## src/rtl/branch_pkg.sv

```systemverilog
// Shared encodings for the branch sequencer: request kinds, FSM states and
// the width of the post-jump flush counter.
package branch_pkg;

  localparam logic [1:0] KIND_JMP  = 2'b00;
  localparam logic [1:0] KIND_JLT  = 2'b01;
  localparam logic [1:0] KIND_JGT  = 2'b10;
  localparam logic [1:0] KIND_RSVD = 2'b11;

  typedef enum logic [1:0] {
    ST_IDLE  = 2'b00,
    ST_EVAL  = 2'b01,
    ST_FLUSH = 2'b10
  } state_e;

  // Wide enough for the largest legal flush length of 15 cycles.
  localparam int FLUSH_CNT_W = 4;

endpackage

```

## src/rtl/branch_compare.sv

```systemverilog
// Combinational jump decision: signed compare of two operands qualified by the
// request kind. Shared by any unit that needs a conditional take decision.
module branch_compare
  import branch_pkg::*;
#(
  parameter int WIDTH = 16
) (
  input  logic [1:0]              kind_i,
  input  logic signed [WIDTH-1:0] a_i,
  input  logic signed [WIDTH-1:0] b_i,
  output logic                    take_o
);

  always_comb begin
    take_o = 1'b0;
    case (kind_i)
      KIND_JMP:  take_o = 1'b1;
      KIND_JLT:  take_o = (a_i < b_i);
      KIND_JGT:  take_o = (a_i > b_i);
      default:   take_o = 1'b0;
    endcase
  end

endmodule

```

## src/rtl/branch_controller.sv

```systemverilog
// Program-counter owner: sequential fetch advance plus one-at-a-time jump
// requests, with a fixed-length fetch flush after every taken jump.
module branch_controller
  import branch_pkg::*;
#(
  parameter int               WIDTH        = 16,
  parameter logic [WIDTH-1:0] RESET_PC     = '0,
  parameter int               FLUSH_CYCLES = 2
) (
  input  logic             clk,
  input  logic             rst,
  input  logic             advance,
  input  logic             req_valid,
  output logic             req_ready,
  input  logic [1:0]       req_kind,
  input  logic [WIDTH-1:0] cmp_a,
  input  logic [WIDTH-1:0] cmp_b,
  input  logic [WIDTH-1:0] offset,
  output logic [WIDTH-1:0] pc,
  output logic             flush,
  output logic             done,
  output logic             taken
);

  localparam logic [FLUSH_CNT_W-1:0] FLUSH_LAST = FLUSH_CNT_W'(FLUSH_CYCLES - 1);

  state_e                   state_q;
  logic [WIDTH-1:0]         pc_q;
  logic                     flush_q;
  logic                     done_q;
  logic                     taken_q;
  logic [FLUSH_CNT_W-1:0]   cnt_q;

  logic [1:0]               kind_q;
  logic signed [WIDTH-1:0]  a_q;
  logic signed [WIDTH-1:0]  b_q;
  logic signed [WIDTH-1:0]  off_q;

  logic                     take;
  logic                     accept;
  logic [WIDTH-1:0]         pc_inc_d;
  logic [WIDTH-1:0]         pc_tgt_d;

  assign req_ready = (state_q == ST_IDLE) && !rst;
  assign accept    = (state_q == ST_IDLE) && req_valid;

  // Both adders wrap silently modulo 2^WIDTH.
  assign pc_inc_d = pc_q + WIDTH'(1);
  assign pc_tgt_d = pc_q + $unsigned(off_q);

  branch_compare #(
    .WIDTH (WIDTH)
  ) u_compare (
    .kind_i (kind_q),
    .a_i    (a_q),
    .b_i    (b_q),
    .take_o (take)
  );

  // Request payload is only meaningful after acceptance, so it carries no reset.
  always_ff @(posedge clk) begin
    if (accept) begin
      kind_q <= req_kind;
      a_q    <= $signed(cmp_a);
      b_q    <= $signed(cmp_b);
      off_q  <= $signed(offset);
    end
  end

  always_ff @(posedge clk or posedge rst) begin
    if (rst) begin
      state_q <= ST_IDLE;
      pc_q    <= RESET_PC;
      flush_q <= 1'b0;
      done_q  <= 1'b0;
      taken_q <= 1'b0;
      cnt_q   <= '0;
    end else begin
      done_q  <= 1'b0;
      taken_q <= 1'b0;
      case (state_q)
        ST_IDLE: begin
          if (req_valid) begin
            state_q <= ST_EVAL;
          end else if (advance) begin
            pc_q <= pc_inc_d;
          end
        end
        ST_EVAL: begin
          done_q  <= 1'b1;
          taken_q <= take;
          if (take) begin
            pc_q    <= pc_tgt_d;
            flush_q <= 1'b1;
            cnt_q   <= FLUSH_LAST;
            state_q <= ST_FLUSH;
          end else begin
            pc_q    <= pc_inc_d;
            state_q <= ST_IDLE;
          end
        end
        ST_FLUSH: begin
          // cnt_q counts remaining flush cycles after the current one.
          if (cnt_q == '0) begin
            flush_q <= 1'b0;
            state_q <= ST_IDLE;
          end else begin
            cnt_q <= cnt_q - 1'b1;
          end
        end
        default: begin
          flush_q <= 1'b0;
          state_q <= ST_IDLE;
        end
      endcase
    end
  end

  assign pc    = pc_q;
  assign flush = flush_q;
  assign done  = done_q;
  assign taken = taken_q;

endmodule

```

## config.mk

```make
export PLATFORM = sky130hd
export DESIGN_NAME = branch_controller
export DESIGN_NICKNAME = d
export VERILOG_FILES = /design/src/rtl/branch_pkg.sv /design/src/rtl/branch_compare.sv /design/src/rtl/branch_controller.sv
export SDC_FILE = /design/constraint.sdc
export NUM_CORES = 1
export LEC_CHECK = 0
export CORE_AREA = 8 8 105 107
export CTS_BUF_LIST = sky130_fd_sc_hd__clkbuf_8
export CTS_CLUSTER_SIZE = 40
export DETAILED_ROUTE_END_ITERATION = 8
export DIE_AREA = 0 0 113 115
export HOLD_SLACK_MARGIN = 0.02
export PLACE_DENSITY_LB_ADDON = 0.08
export SETUP_SLACK_MARGIN = 0.4
export SLEW_MARGIN = 20
export SYNTH_ARGS = -nofsm -noshare
export SYNTH_HDL_FRONTEND = slang
export SYNTH_SLANG_ARGS = --single-unit
```

## constraint.sdc

```tcl
create_clock -name clk -period 7.6 [get_ports clk]
set_input_delay 1.52 -clock clk [delete_from_list [all_inputs] [get_ports clk]]
set_output_delay 1.52 -clock clk [all_outputs]
set_load 0.01 [all_outputs]
```

## After elaboration in Yosys (flattened, before gate mapping)

Cells that the tools add are included.

- $add $sub $neg: 3
- Eq/ne operators: 10
- Reductions and logical operators: 12
- Bitwise gates (word level): 1
- Mux-type cells: 17
- $lt $le $gt $ge: 2

Operators by type and width:

| operator | count |
|---|---|
| $mux W16 | 3 |
| $pmux W16 S2 | 1 |
| $add A16 B1 Y16 const B | 1 |
| $add A16 B16 Y16 | 1 |
| $gt A16 B16 Y1 | 1 |
| $lt A16 B16 Y1 | 1 |
| $ne A2 B2 Y1 const B | 6 |
| $reduce_and A3 Y1 | 3 |
| $mux W4 | 2 |
| $pmux W4 S2 | 1 |
| $mux W2 | 3 |
| $pmux W1 S3 | 2 |
| $pmux W2 S3 | 1 |
| $eq A2 B1 Y1 const B | 2 |
| $eq A2 B2 Y1 const B | 2 |
| $logic_not A2 Y1 | 2 |
| $logic_not A4 Y1 | 1 |
| $mux W1 | 4 |
| $reduce_bool A2 Y1 | 2 |
| $sub A4 B1 Y4 const B | 1 |
| $logic_and A1 B1 Y1 | 2 |
| $reduce_and A2 Y1 | 1 |
| $logic_not A1 Y1 | 1 |
| $not A1 Y1 | 1 |

- Bits of input ports: 54
- Flip-flop bits (word level): 75
- Output and inout port bits: 20

## Depth between registers and ports, before layout

- Depth after elaboration: 4
- Gate-level depth with buffers: 12
- Mapped depth without buffers: 11

## Modules after synthesis

From an unflattened synthesis, not the netlist that was laid out.

- Cell total of the unflattened synthesis: 344
- Area total of the unflattened synthesis: 3922.5 µm²

Modules (own cells, without submodules):

| module | area an instance (µm²) | sequential area each (µm²) | instances | cells an instance |
|---|---|---|---|---|
| branch_controller | 3468.3 | 2127.0 | 1 | 283 |
| branch_compare | 454.2 | 0.0 | 1 | 61 |

## Least setup slack after synthesis

Ideal clock, no wire load.

- Kind: input to register
- Start: input req_valid
- End: register a_q[0] (enable)
- Slack: 2108 ps
- Data arrival time: 4973 ps
- Data required time: 7081 ps
- Stages: 2
- Path through: inv_1 > nor3_1

- Longest elaborated chain between the ends: 1

Ends and longest elaborated chain:

| item | RTL line | source |
|---|---|---|
| start: declaration | branch_controller.sv:13 | `input logic req_valid,` |
| $logic_and A1 B1 Y1 | branch_controller.sv:45 | `assign accept = (state_q == ST_IDLE) && req_valid;` |
| net accept | branch_controller.sv:40 | `logic accept;` |
| end signal: assignment | branch_controller.sv:64 | `a_q <= $signed(cmp_a);` |
| end: declaration | branch_controller.sv:35 | `logic signed [WIDTH-1:0] a_q;` |

The timed path passes the listed nets, and every way through them passes these cells.
A chain may end at the register's enable or synchronous reset.

## Worst setup path in the final report

- Start: input rst
- End: output req_ready

- Longest elaborated chain between the ends: 2

Ends and longest elaborated chain:

| item | RTL line | source |
|---|---|---|
| start: declaration | branch_controller.sv:11 | `input logic rst,` |
| $logic_not A1 Y1 (no line) | - |  |
| $logic_and A1 B1 Y1 | branch_controller.sv:44 | `assign req_ready = (state_q == ST_IDLE) && !rst;` |
| end: declaration | branch_controller.sv:14 | `output logic req_ready,` |

No other way between the ends.

==> run metrics <==
ys async rst share=33.33%; first-pass GRT wire length=14.88 mm; Peak VDD IR=0.1160 mV; Yosys cell types=63; # port buffers=73; Worst-path clk slew=0.09 ns; post-synthesis average cell area=11.23 sq um; Routed WL=8.880 mm; Synth area leaders=edfxtp_1 36%, dfrtp_1 15%, ha_1 10%; gr ovfl total=0; Global Route Usage Sum=14.28%; die area=0.01300 sq mm; wire length per cell=15.74 um; crit path DAT=2.67 ns; Num Clock Sinks=75; Die Y=115 um; Netlist Area Pre-Place=0.004121 sq mm; RSZ-0062 raised after global routing=false; P_leak=2.066 nW; Resize count post-CTS=0; Ant. Diodes=0; Clock power frac=17.2%; worst min-delay path class=register to register; FF+latch count, synth=75; vias in the first global route=3260; final worst setup slack=3.413 ns; DRC=0; RD Place Congestion=0.7500; top_reg_cell synth=edfxtp_1; Flop pwr share=36.1%; Area growth, synth to finish=25.38%; # Post-CTS Setup Buffers=0; syn_nets=455; Final Cell Area=0.005167 sq mm; largest net degree at the start of global routing=51; Cell Rows=36; drt pass-1 iters=4; EDFF count, synth=50; Iter 0 DRT Violations=142; hold_sp=state_q[0]; crit-path max FO=2; DRT antenna net count=0; hold depth=1; worst r2r src=a_q[15]; HPWL Detailed=6.466 mm; register area share after synthesis=51.61%; combinational share of power=46.6%; CORE AREA=0.009459 sq mm; fraction of layout cells with a size suffix above 1=6.667%; Psw=707.4 uW; IO Count=74; most common cell after layout, fill and taps aside=clkdlybuf4s50_1; R2R setup slack=4.16 ns; setup_tns=0 ns; maximum buffer depth of the clock tree=2; cts hold-fix bufs=0; clock root buffer=clkbuf_8; via count=3090; Final Power=1.814 mW; final worst path period need=4.187 ns; Yosys top cell by area=edfxtp_1; Cell Count, Final, Fillers Out=564; Post-DP Area=0.004967 sq mm; max-cap violation count=0; critical path class=primary input to output port; via-per-instance ratio=5.479; share of the synthesized area in the top cell type=36.43%; final setup fails=0; placed cells=548; Setup WS pre-CTS=3.434 ns; Rel. slew slack=44.56%; Ys Warns=0; final period utilization=55.10%; worst slew pin tran=0.8286 ns; hold endpoint=state_q[0]; Nets=533; Final Hold Fails=0; CTS tree=built; commonest cells after routing, fill and taps aside=73 x clkdlybuf4s50_1, 50 x edfxtp_1, 38 x inv_1, 33 x ha_1, 31 x a21oi_1; CP Capture Type=output port; status=finished, final reports clean; Die Width=113 um; Internal=1.107 mW; Clk Latency, worst-skew pair=0.34 ns; Crit path required time=6.08 ns; Num CTS Buffers=9; Worst Skew=0.009154 ns; Max H-tree Level=3; path depth of the worst reg2reg path=10; PwrDens=351.1 mW/mm^2; Starting Density=43.57%; switching portion of total power=38.99%; cell count after synthesis=367; worst r2r dst=pc[6]; initial antenna violation count=0; Slew Limit Fails=0; fmax=238.8 MHz; element type at the critical path start=primary input
state kept, by name, summed over array words and instances, names as in the netlist:
register  cells
state_q       2
done          1
a_q          16
b_q          16
off_q        16
kind_q        2
flush         1
taken         1
cnt_q         4
pc           16
cell families (layout without fill, tap and decap cells):
group | count (synthesis) | after routing | synth area share [%]
adders and majority gates | 34 | 34 | 10.50
and+or+nand+nor | 92 | 92 | 11.05
muxes | 10 | 10 | 2.459
buffers and inverters | 48 | 131 | 4.857
xor gates and xnor gates | 11 | 11 | 2.338
DFF | 75 | 75 | 51.61
AOI/OAI and AO/OA | 97 | 97 | 17.18
worst max-delay path by stage:
stage / from / to / slack [ns] / cells past startpoint
finish: rst / req_ready / 3.41 / 3
floorplan: req_valid / a_q[0] / 2.11 / 2
global route: rst / req_ready / 3.37 / 3
global placement: rst / req_ready / 3.45 / 3
detailed placement: rst / req_ready / 3.43 / 3
CTS: rst / req_ready / 3.42 / 3
final cells by class:
cell class	instances	area (sq um)
clock buffer	9	123.9
clock inverter	7	76.32
fill	860	4292
inverter	40	152.6
multi-input combinational	244	1799
sequential	75	2127
tap	114	142.6
timing repair buffer	75	745.7
Yosys cell counts, drive strengths merged (4+ instances only):
| library cell | count |
|---|---|
| edfxtp | 50 |
| inv | 40 |
| ha | 33 |
| a21oi | 31 |
| nor2 | 26 |
| dfrtp | 25 |
| nand2 | 18 |
| nand3 | 14 |
| nor3 | 10 |
| o21ai | 10 |
| mux2i | 9 |
| xnor2 | 9 |
| a211oi | 5 |
| and3 | 5 |
| a21o | 4 |
| buf | 4 |
| clkbuf | 4 |
| o211ai | 4 |
| o21a | 4 |
| o31a | 4 |
| o31ai | 4 |
through the flow:
stage / hold slack, ns / util, %
6_report: 0.5254 / 54.63
5_1_grt: 0.5692 / 54.63
4_1_cts: 0.5255 / 54.63
3_5_place_dp: 0.5130 / 52.51
3_3_place_gp: 0.5122 / 52.51
2_1_floorplan: 0.4721 / -
worst max-delay path, cell delays in order:
cell and delay [ns]:
clkdlybuf4s50_1 0.43, nor3_1 0.15, clkdlybuf4s50_1 0.57
power groups by stage:
stage          combinational [mW]  clock [mW]  sequential (mW)
2_1_floorplan               0.579           0            0.661
3_3_place_gp                0.832           0            0.660
3_5_place_dp                0.849           0            0.663
4_1_cts                     0.854       0.324            0.655
5_1_grt                     0.946       0.340            0.671
6_report                    0.846       0.313            0.655
layer usage:
layer / global-route usage, % / wire (um)
met3: 4.202 / 425
met5: 0 / 0
met4: 4.707 / 103
met2: 25.48 / 4519
met1: 16.04 / 3832
No activity file was read; power rests on OpenSTA's default activity.
